$ cat src/rtl/noisy_sine_source.sv
// Table-driven sine generator with Galois-LFSR noise and saturating output,
// streamed over a valid/ready handshake with a one-deep prefetch stage.
module noisy_sine_source #(
  parameter int          DATA_W     = 16,
  parameter int          TABLE_LEN  = 100,
  parameter int          STEP       = 25,
  parameter int          NOISE_BITS = 10,
  parameter logic [15:0] SEED       = 16'hACE1
) (
  input  logic                     clk,
  input  logic                     rst,
  input  logic                     enable,
  input  logic                     noise_en,
  input  logic                     out_ready,
  output logic                     out_valid,
  output logic signed [DATA_W-1:0] noisy_signal
);

  localparam int  IDX_W = (TABLE_LEN > 1) ? $clog2(TABLE_LEN) : 1;
  localparam real PI    = 3.14159265358979323846;
  localparam logic [15:0] LFSR_TAPS = 16'hB400;
  localparam logic signed [DATA_W-1:0] SAT_MAX = {1'b0, {(DATA_W-1){1'b1}}};
  localparam logic signed [DATA_W-1:0] SAT_MIN = {1'b1, {(DATA_W-1){1'b0}}};

  typedef enum logic [1:0] {IDLE, PRIME, STREAM} state_t;

  // One full period, evaluated entirely at elaboration time.
  logic signed [DATA_W-1:0] sine_rom [TABLE_LEN];
  generate
    for (genvar gi = 0; gi < TABLE_LEN; gi++) begin : g_rom
      localparam int ENTRY = $rtoi(32767.0 * $sin(2.0 * PI * gi / TABLE_LEN));
      assign sine_rom[gi] = DATA_W'(ENTRY);
    end
  endgenerate

  state_t                   state_q, state_d;
  logic [IDX_W-1:0]         idx_q, idx_d;
  logic [15:0]              lfsr_q, lfsr_d;
  logic signed [DATA_W-1:0] sine_q, sine_d;
  logic signed [DATA_W-1:0] noise_q, noise_d;
  logic                     primed_q, primed_d;
  logic                     out_valid_q, out_valid_d;
  logic signed [DATA_W-1:0] noisy_q, noisy_d;

  logic [IDX_W:0]             idx_sum;
  logic [IDX_W-1:0]           idx_next;
  logic [15:0]                lfsr_next;
  logic signed [NOISE_BITS-1:0] noise_raw;
  logic signed [DATA_W-1:0]   noise_ext;
  logic signed [DATA_W:0]     sum_w;
  logic signed [DATA_W-1:0]   sat_value;
  logic                       fetch;
  logic                       load;

  always_comb begin
    idx_sum = {1'b0, idx_q} + (IDX_W+1)'(STEP);
    if (idx_sum >= (IDX_W+1)'(TABLE_LEN)) begin
      idx_next = IDX_W'(idx_sum - (IDX_W+1)'(TABLE_LEN));
    end else begin
      idx_next = IDX_W'(idx_sum);
    end
  end

  assign lfsr_next = lfsr_q[0] ? ((lfsr_q >> 1) ^ LFSR_TAPS) : (lfsr_q >> 1);
  assign noise_raw = lfsr_q[NOISE_BITS-1:0];
  assign noise_ext = DATA_W'(noise_raw);

  // One guard bit is enough: overflow shows up as the top two bits disagreeing.
  always_comb begin
    sum_w = (DATA_W+1)'(sine_q) + (DATA_W+1)'(noise_q);
    if (sum_w[DATA_W] != sum_w[DATA_W-1]) begin
      sat_value = sum_w[DATA_W] ? SAT_MIN : SAT_MAX;
    end else begin
      sat_value = sum_w[DATA_W-1:0];
    end
  end

  always_comb begin
    state_d     = state_q;
    idx_d       = idx_q;
    lfsr_d      = lfsr_q;
    sine_d      = sine_q;
    noise_d     = noise_q;
    primed_d    = primed_q;
    out_valid_d = out_valid_q;
    noisy_d     = noisy_q;
    fetch       = 1'b0;
    load        = 1'b0;

    case (state_q)
      IDLE: begin
        if (enable) begin
          if (primed_q) begin
            load        = 1'b1;
            fetch       = 1'b1;
            out_valid_d = 1'b1;
            state_d     = STREAM;
          end else begin
            state_d = PRIME;
          end
        end
      end
      PRIME: begin
        fetch    = 1'b1;
        primed_d = 1'b1;
        state_d  = STREAM;
      end
      STREAM: begin
        // First cycle after PRIME: the output register is still empty.
        if (!out_valid_q) begin
          load        = 1'b1;
          fetch       = 1'b1;
          out_valid_d = 1'b1;
        end else if (out_ready) begin
          if (enable) begin
            load  = 1'b1;
            fetch = 1'b1;
          end else begin
            out_valid_d = 1'b0;
            state_d     = IDLE;
          end
        end
      end
      default: state_d = IDLE;
    endcase

    if (fetch) begin
      sine_d  = sine_rom[idx_q];
      noise_d = noise_en ? noise_ext : '0;
      idx_d   = idx_next;
      lfsr_d  = lfsr_next;
    end
    if (load) begin
      noisy_d = sat_value;
    end
  end

  always_ff @(posedge clk) begin
    if (rst) begin
      state_q     <= IDLE;
      idx_q       <= '0;
      lfsr_q      <= SEED;
      sine_q      <= '0;
      noise_q     <= '0;
      primed_q    <= 1'b0;
      out_valid_q <= 1'b0;
      noisy_q     <= '0;
    end else begin
      state_q     <= state_d;
      idx_q       <= idx_d;
      lfsr_q      <= lfsr_d;
      sine_q      <= sine_d;
      noise_q     <= noise_d;
      primed_q    <= primed_d;
      out_valid_q <= out_valid_d;
      noisy_q     <= noisy_d;
    end
  end

  assign out_valid    = out_valid_q;
  assign noisy_signal = noisy_q;

endmodule

$ cat config.mk
export PLATFORM = sky130hd
export DESIGN_NAME = noisy_sine_source
export DESIGN_NICKNAME = d
export VERILOG_FILES = /design/src/rtl/noisy_sine_source.sv
export SDC_FILE = /design/constraint.sdc
export NUM_CORES = 1
export LEC_CHECK = 0
export CORE_MARGIN = 5
export CORE_UTILIZATION = 50
export DETAILED_ROUTE_END_ITERATION = 12
export PLACE_DENSITY = 0.7
export SLEW_MARGIN = 5
export SYNTH_ARGS = -nofsm -noshare
export SYNTH_HDL_FRONTEND = slang
export SYNTH_SLANG_ARGS = --single-unit
$ cat constraint.sdc
create_clock -name clk -period 2.9 [get_ports clk]
set_clock_uncertainty 0.1 [all_clocks]
set_input_delay 0.435 -clock clk [delete_from_list [all_inputs] [get_ports clk]]
set_output_delay 0.435 -clock clk [all_outputs]
set_load 0.01 [all_outputs]
# == Word-level counts from Yosys, hierarchy flattened ==
# Memory sizes are Yosys's and may differ from the RTL's. A register that Yosys moved wholly into a read port is not among the register bits.
# Cells that the tools add are included.
# totals
reg_bits,59
latchBits,0
mem_bits_rw,0
rom_bits,2048
output_inout_bits,17
wordCells,49
n_memories,1
# memory_table
name,depth,word_bits,rd,rd_clocked_by_memory_dff,write_ports,line,rtl
(name not given),128,16,1,1,0,128,sine_d = sine_rom[idx_q];
# op_classes
n_addsub,3
n_mul,0
div_mod_pow,0
n_lt_le_gt_ge,1
eq_ne,8
n_shift,0
mux,23
bitwise_logic,2
reduce_logical,4
# ops
operator,count
$mux 16,4
$add 16x16->17,1
$mux 2,5
$ne 2x2->1 const B,5
$mux 1,9
$add 7x5->8 const B,1
$ge 8x7->1 const B,1
$not 7->8,1
$mux 7,1
$sub 7x7->7 const B,1
$pmux 2 s3,1
$not 3->4,1
$pmux 1 s2,2
$reduce_and 4->1,1
$pmux 1 s3,1
$reduce_and 3->1,1
$eq 2x1->1 const B,1
$eq 2x2->1 const B,1
$logic_not 2->1,1
$reduce_bool 2->1,1
$ne 1x1->1,1

# == Logic depth before layout (Yosys ltp) ==
# logic_depth
depth_word,4
mapped_depth,12
mapped_depth_nobuf,11

# == Worst setup path after synthesis ==
# Ideal clock, no wire load.
# synth_timing
path_kind,reg2reg
from,register idx_q[2]
to,register idx_q[4]
t_arrival_ns,2.659
t_required_ns,2.677
slack_ns,0.018
path_stages_with_launch,13
n_path_buf,3
cell_sequence,dfxtp_1 -> buf_2 -> inv_1 -> buf_2 -> buf_1 -> ha_1 -> inv_1 -> ha_1 -> a32oi_1 -> a31o_4 -> nand2_1 -> mux2i_1 -> mux2_1
# synth_between
elab_chain_cells,3
word_cells_on_any_way,4
cone_classes,2 x add/sub; 1 x order compare; 1 x mux
# synth_rtl
element,line,rtl
from (decl),37,"logic [IDX_W-1:0] idx_q, idx_d;"
from (signal assigned),150,idx_q <= idx_d;
$add 7x5->8 *,56,"idx_sum = {1'b0, idx_q} + (IDX_W+1)'(STEP);"
$sub 7x7->7 / $ge 8x7->1 (equally long branches),"58, 57",
$mux 7 *,57,if (idx_sum >= (IDX_W+1)'(TABLE_LEN)) begin
# Mark *: on every way between the ends. The rest lies on a longest branch, timed or not.
# A chain may end at the register's enable or synchronous reset.

# == Worst setup path after layout ==
# layout_timing
from,register noise_q[0]
to,"register noisy_q[2], in the netlist noisy_signal[2]"
# layout_between
elab_chain_cells,3
word_cells_on_any_way,4
cone_classes,1 x add/sub; 1 x eq/ne; 2 x mux
# layout_rtl
element,line,rtl
from (decl),40,"logic signed [DATA_W-1:0] noise_q, noise_d;"
from (signal assigned),153,noise_q <= noise_d;
$add 16x16->17 *,70,sum_w = (DATA_W+1)'(sine_q) + (DATA_W+1)'(noise_q);
$mux 16 / $ne 1x1->1 (equally long branches),"72, 71",
$mux 16 *,71,if (sum_w[DATA_W] != sum_w[DATA_W-1]) begin
to (signal assigned),156,noisy_q <= noisy_d;
to (decl),43,"logic signed [DATA_W-1:0] noisy_q, noisy_d;"
# Marked as above.

==> impl_metrics.ini <==
[outcome]
outcome = finished clean

[cts]
numCtsBuffers = 9
clk-insertion-delay-late_ns = 0.33
hold_buffers = 0
cts_buffer_depth = 2
root_buffer = clkbuf_16
cts_tree = yes
cts_num_sinks = 69
htree_levels = 3
path_clk_slew_ns = 0.06

[routing]
vias = 6338
initialDrtViolationCount = 895
post_drt_wl_per_cell_um = 19.75
drtAntennaViolNets = 0
finalWirelength_mm = 18.82
avgViaCountPerCell = 6.651
drtPass1Iterations = 5
drc = 0

[placement]
dp_hpwl_mm = 13.12
io_buffers = 21
pre_cts_slack_ns = 0.08298
place_congestion = 1.009

[hold_path]
hp-start = noisy_signal[0]
hp-class = flip-flop to flip-flop

[die]
die_w_um = 119.2
die_area_um2 = 14210
core_um2 = 11560
start_util_pct = 51.54
num_rows = 39
die_y_um = 119.2
io_pins = 22

[grt]
grt_pass1_wl_mm = 30.63
grt_max_degree = 53
track_usage_pct = 25.99
antenna_found_initial = 0
grt-ovfl-total = 0
grt_pass1_vias = 5900

[worst_setup_path]
crit_fanout = 6
crit_family = compound AO/OA/AOI/OAI gates
worstSetupEndpointType = flip-flop
timing.rr.start = noise_q[0]
cp.required_ns = 3.04
max_stage_delay_ns = 0.40
path_buf_inv = 1
critPathKind = flip-flop to flip-flop
crit_chain = ha_1 -> inv_1 -> fa_1 -> nand2b_1 -> a21oi_2 -> o31ai_2 -> o21bai_2 -> o21ai_4 -> maj3_1 -> a211oi_1
setup.worst_path.start = noise_q[0]
start_kind = flip-flop
cp_slowest_cell = fa_1
worstPathArrival_ns = 2.89

[timing]
fin_setup_tns_ns = 0
fin_ws_ns = 0.1417
worstMarginPinSlew_ns = 0.7934
finalCritPeriodShare_pct = 95.11
hold_viol = 0
slew_viol_final = 0
min_period_ns = 2.758
slew_headroom_pct = 46.63
fmax_ghz = 0.3625
setup_viol = 0

[layout]
antenna_cells = 0
multi_input_area_um2 = 4217
seq_area_um2 = 1386
final_layout_size_suffix_gt1_share_pct = 10.99
nFillCells = 1051
area_growth_pct = 12.22
fin_nets = 848

[flow_run]
drv_cap = 0

[yosys]
yosysWarnings = 0
synth-edff-count = 0
synthFlopType = dfxtp_1
ys_seq_elements = 69
ys_types = 71
syn_area_um2 = 5961
async_flop_share_pct = 0
netlist_instances = 817
yosysSeqAreaShare_pct = 23.17
synth_fp_nets = 859
synth.avg_cell_area_um2 = 7.296

[pwr]
cellPowerDensity_nw_per_um2 = 676.1
vdd_drop_max_uv = 507.7
leakage_nw = 2.499
-- cells in the mapped netlist, types with 3 or more instances --
cell type,count,area (um^2)
mux2i_1,4,40.04
o21ai_0,57,285.3
a32oi_1,3,26.28
a221oi_1,5,43.79
o211a_1,3,30.03
nand3b_1,4,30.03
a21oi_2,11,96.34
inv_1,18,67.56
o22ai_1,5,31.28
ha_1,36,450.4
a2111oi_0,4,35.03
o21ai_1,3,15.01
o311ai_0,6,52.55
dfxtp_1,69,1381
o311a_1,5,50.05
clkbuf_1,48,180.2
xor2_1,8,70.07
nor2b_1,12,75.07
and3_1,6,37.54
o31ai_1,3,22.52
a311oi_1,8,70.07
nor3_1,11,55.05
mux4_2,3,67.56
buf_1,5,18.77
a2bb2oi_1,3,26.28
o221ai_1,3,26.28
a21boi_0,3,22.52
buf_2,23,115.1
o221a_1,8,90.09
maj3_1,7,70.07
a211o_1,5,43.79
o211ai_1,19,142.6
nor2_1,60,225.2
nand2b_1,14,87.58
nand3_1,33,165.2
a31oi_1,9,56.30
a21oi_1,94,470.5
nand2_1,108,405.4
or3_1,3,18.77
mux2_2,5,56.30
a211oi_1,24,180.2
xnor2_1,12,105.1
a21o_1,8,60.06
-- final timing paths --
| path | to | slack, ns | depth (start not counted) |
|---|---|---|---|
| max | noisy_signal[2] | 0.14 | 10 |
| min | noisy_signal[0] | 0.35 | 2 |
| max reg2reg | noisy_signal[2] | 0.14 | 10 |
| min reg2reg | noisy_signal[0] | 0.35 | 2 |
-- final cells by class --
class                           instances  area share, %
Sequential cell                        69          20.73
Timing Repair Buffer                   56          7.931
Clock inverter                          3         0.6734
Inverter                               20          1.122
Multi-Input combinational cell        650          63.04
Tap cell                              143          2.675
Clock buffer                           12          3.835
-- worst min-delay path: cells and delay by family (launching register included) --
family | cells | cell delay, ns
flops | 1 | 0.31
simple gates | 1 | 0.05
compound gates | 1 | 0.05
-- what timing repair did --
action	4_1_cts	5_1_grt
setup endpoints to repair	0	11
gates resized for setup	0	6
setup buffers	0	1
-- flip-flops by register name (all words and copies together), names as in the netlist --
signal        cells
state_q           2
idx_q             7
noisy_signal     16
primed_q          1
sine_q           16
out_valid         1
noise_q          10
lfsr_q           16
-- placed cells by master (no fill, tap or decap), drive strengths merged, types with 4 or more instances in the layout --
| cell type | count |
|---|---|
| mux2i | 4 |
| a31oi | 9 |
| a221oi | 5 |
| ha | 36 |
| a311oi | 8 |
| inv | 20 |
| o221a | 9 |
| maj3 | 7 |
| nand3b | 4 |
| nor2 | 60 |
| o31ai | 4 |
| nand2b | 14 |
| dfxtp | 69 |
| o211ai | 19 |
| buf | 36 |
| a211o | 5 |
| o311a | 5 |
| mux2 | 6 |
| o22ai | 5 |
| a21oi | 105 |
| a21o | 8 |
| xnor2 | 12 |
| nand3 | 33 |
| clkbuf | 12 |
| clkdlybuf4s50 | 20 |
| and3 | 6 |
| o311ai | 6 |
| xor2 | 9 |
| a2111oi | 4 |
| o21ai | 62 |
| nand2 | 108 |
| nor3 | 11 |
| nor2b | 12 |
| a211oi | 24 |
-- stage by stage --
step / power [mW] / util (%) / hold slack (ns) / cell area (um^2) / instances
after detailed placement: 3.348 / 54.91 / 0.3421 / 6350 / 937
after global placement: 3.324 / 54.91 / 0.3374 / 6350 / 937
after global routing: 4.777 / 57.84 / 0.3867 / 6689 / 953
after CTS: 4.470 / 57.51 / 0.3499 / 6651 / 952
final: 4.522 / 57.84 / 0.3497 / 6689 / 953
after floorplan: 2.706 / - / 0.3332 / 5961 / 817
-- power breakdown --
part	switching (mW)	internal (mW)
registers	0.129	1.09
clock network	0.399	0.708
logic	1.33	0.864
-- cells by family (layout without fill, tap and decap cells) --
| group | after synthesis | in the layout | synth area share, % |
|---|---|---|---|
| compound gates | 312 | 312 | 35.22 |
| simple gates | 260 | 260 | 19.54 |
| buf+inv | 98 | 91 | 6.843 |
| flops | 69 | 69 | 23.17 |
| fa+ha+maj | 44 | 44 | 9.068 |
| xor+xnor | 21 | 21 | 3.212 |
| mux | 13 | 13 | 2.939 |
-- per-layer routing --
layer  vias to the layer above  GRT usage, %  wire [um]
met5                         -             0          0
li1                       2973             -          -
met1                      2945         35.93       8202
met3                        62         5.877       1747
met2                       358         39.88       8289
met4                         0         8.907        582
No activity file was read; power rests on OpenSTA's default activity.
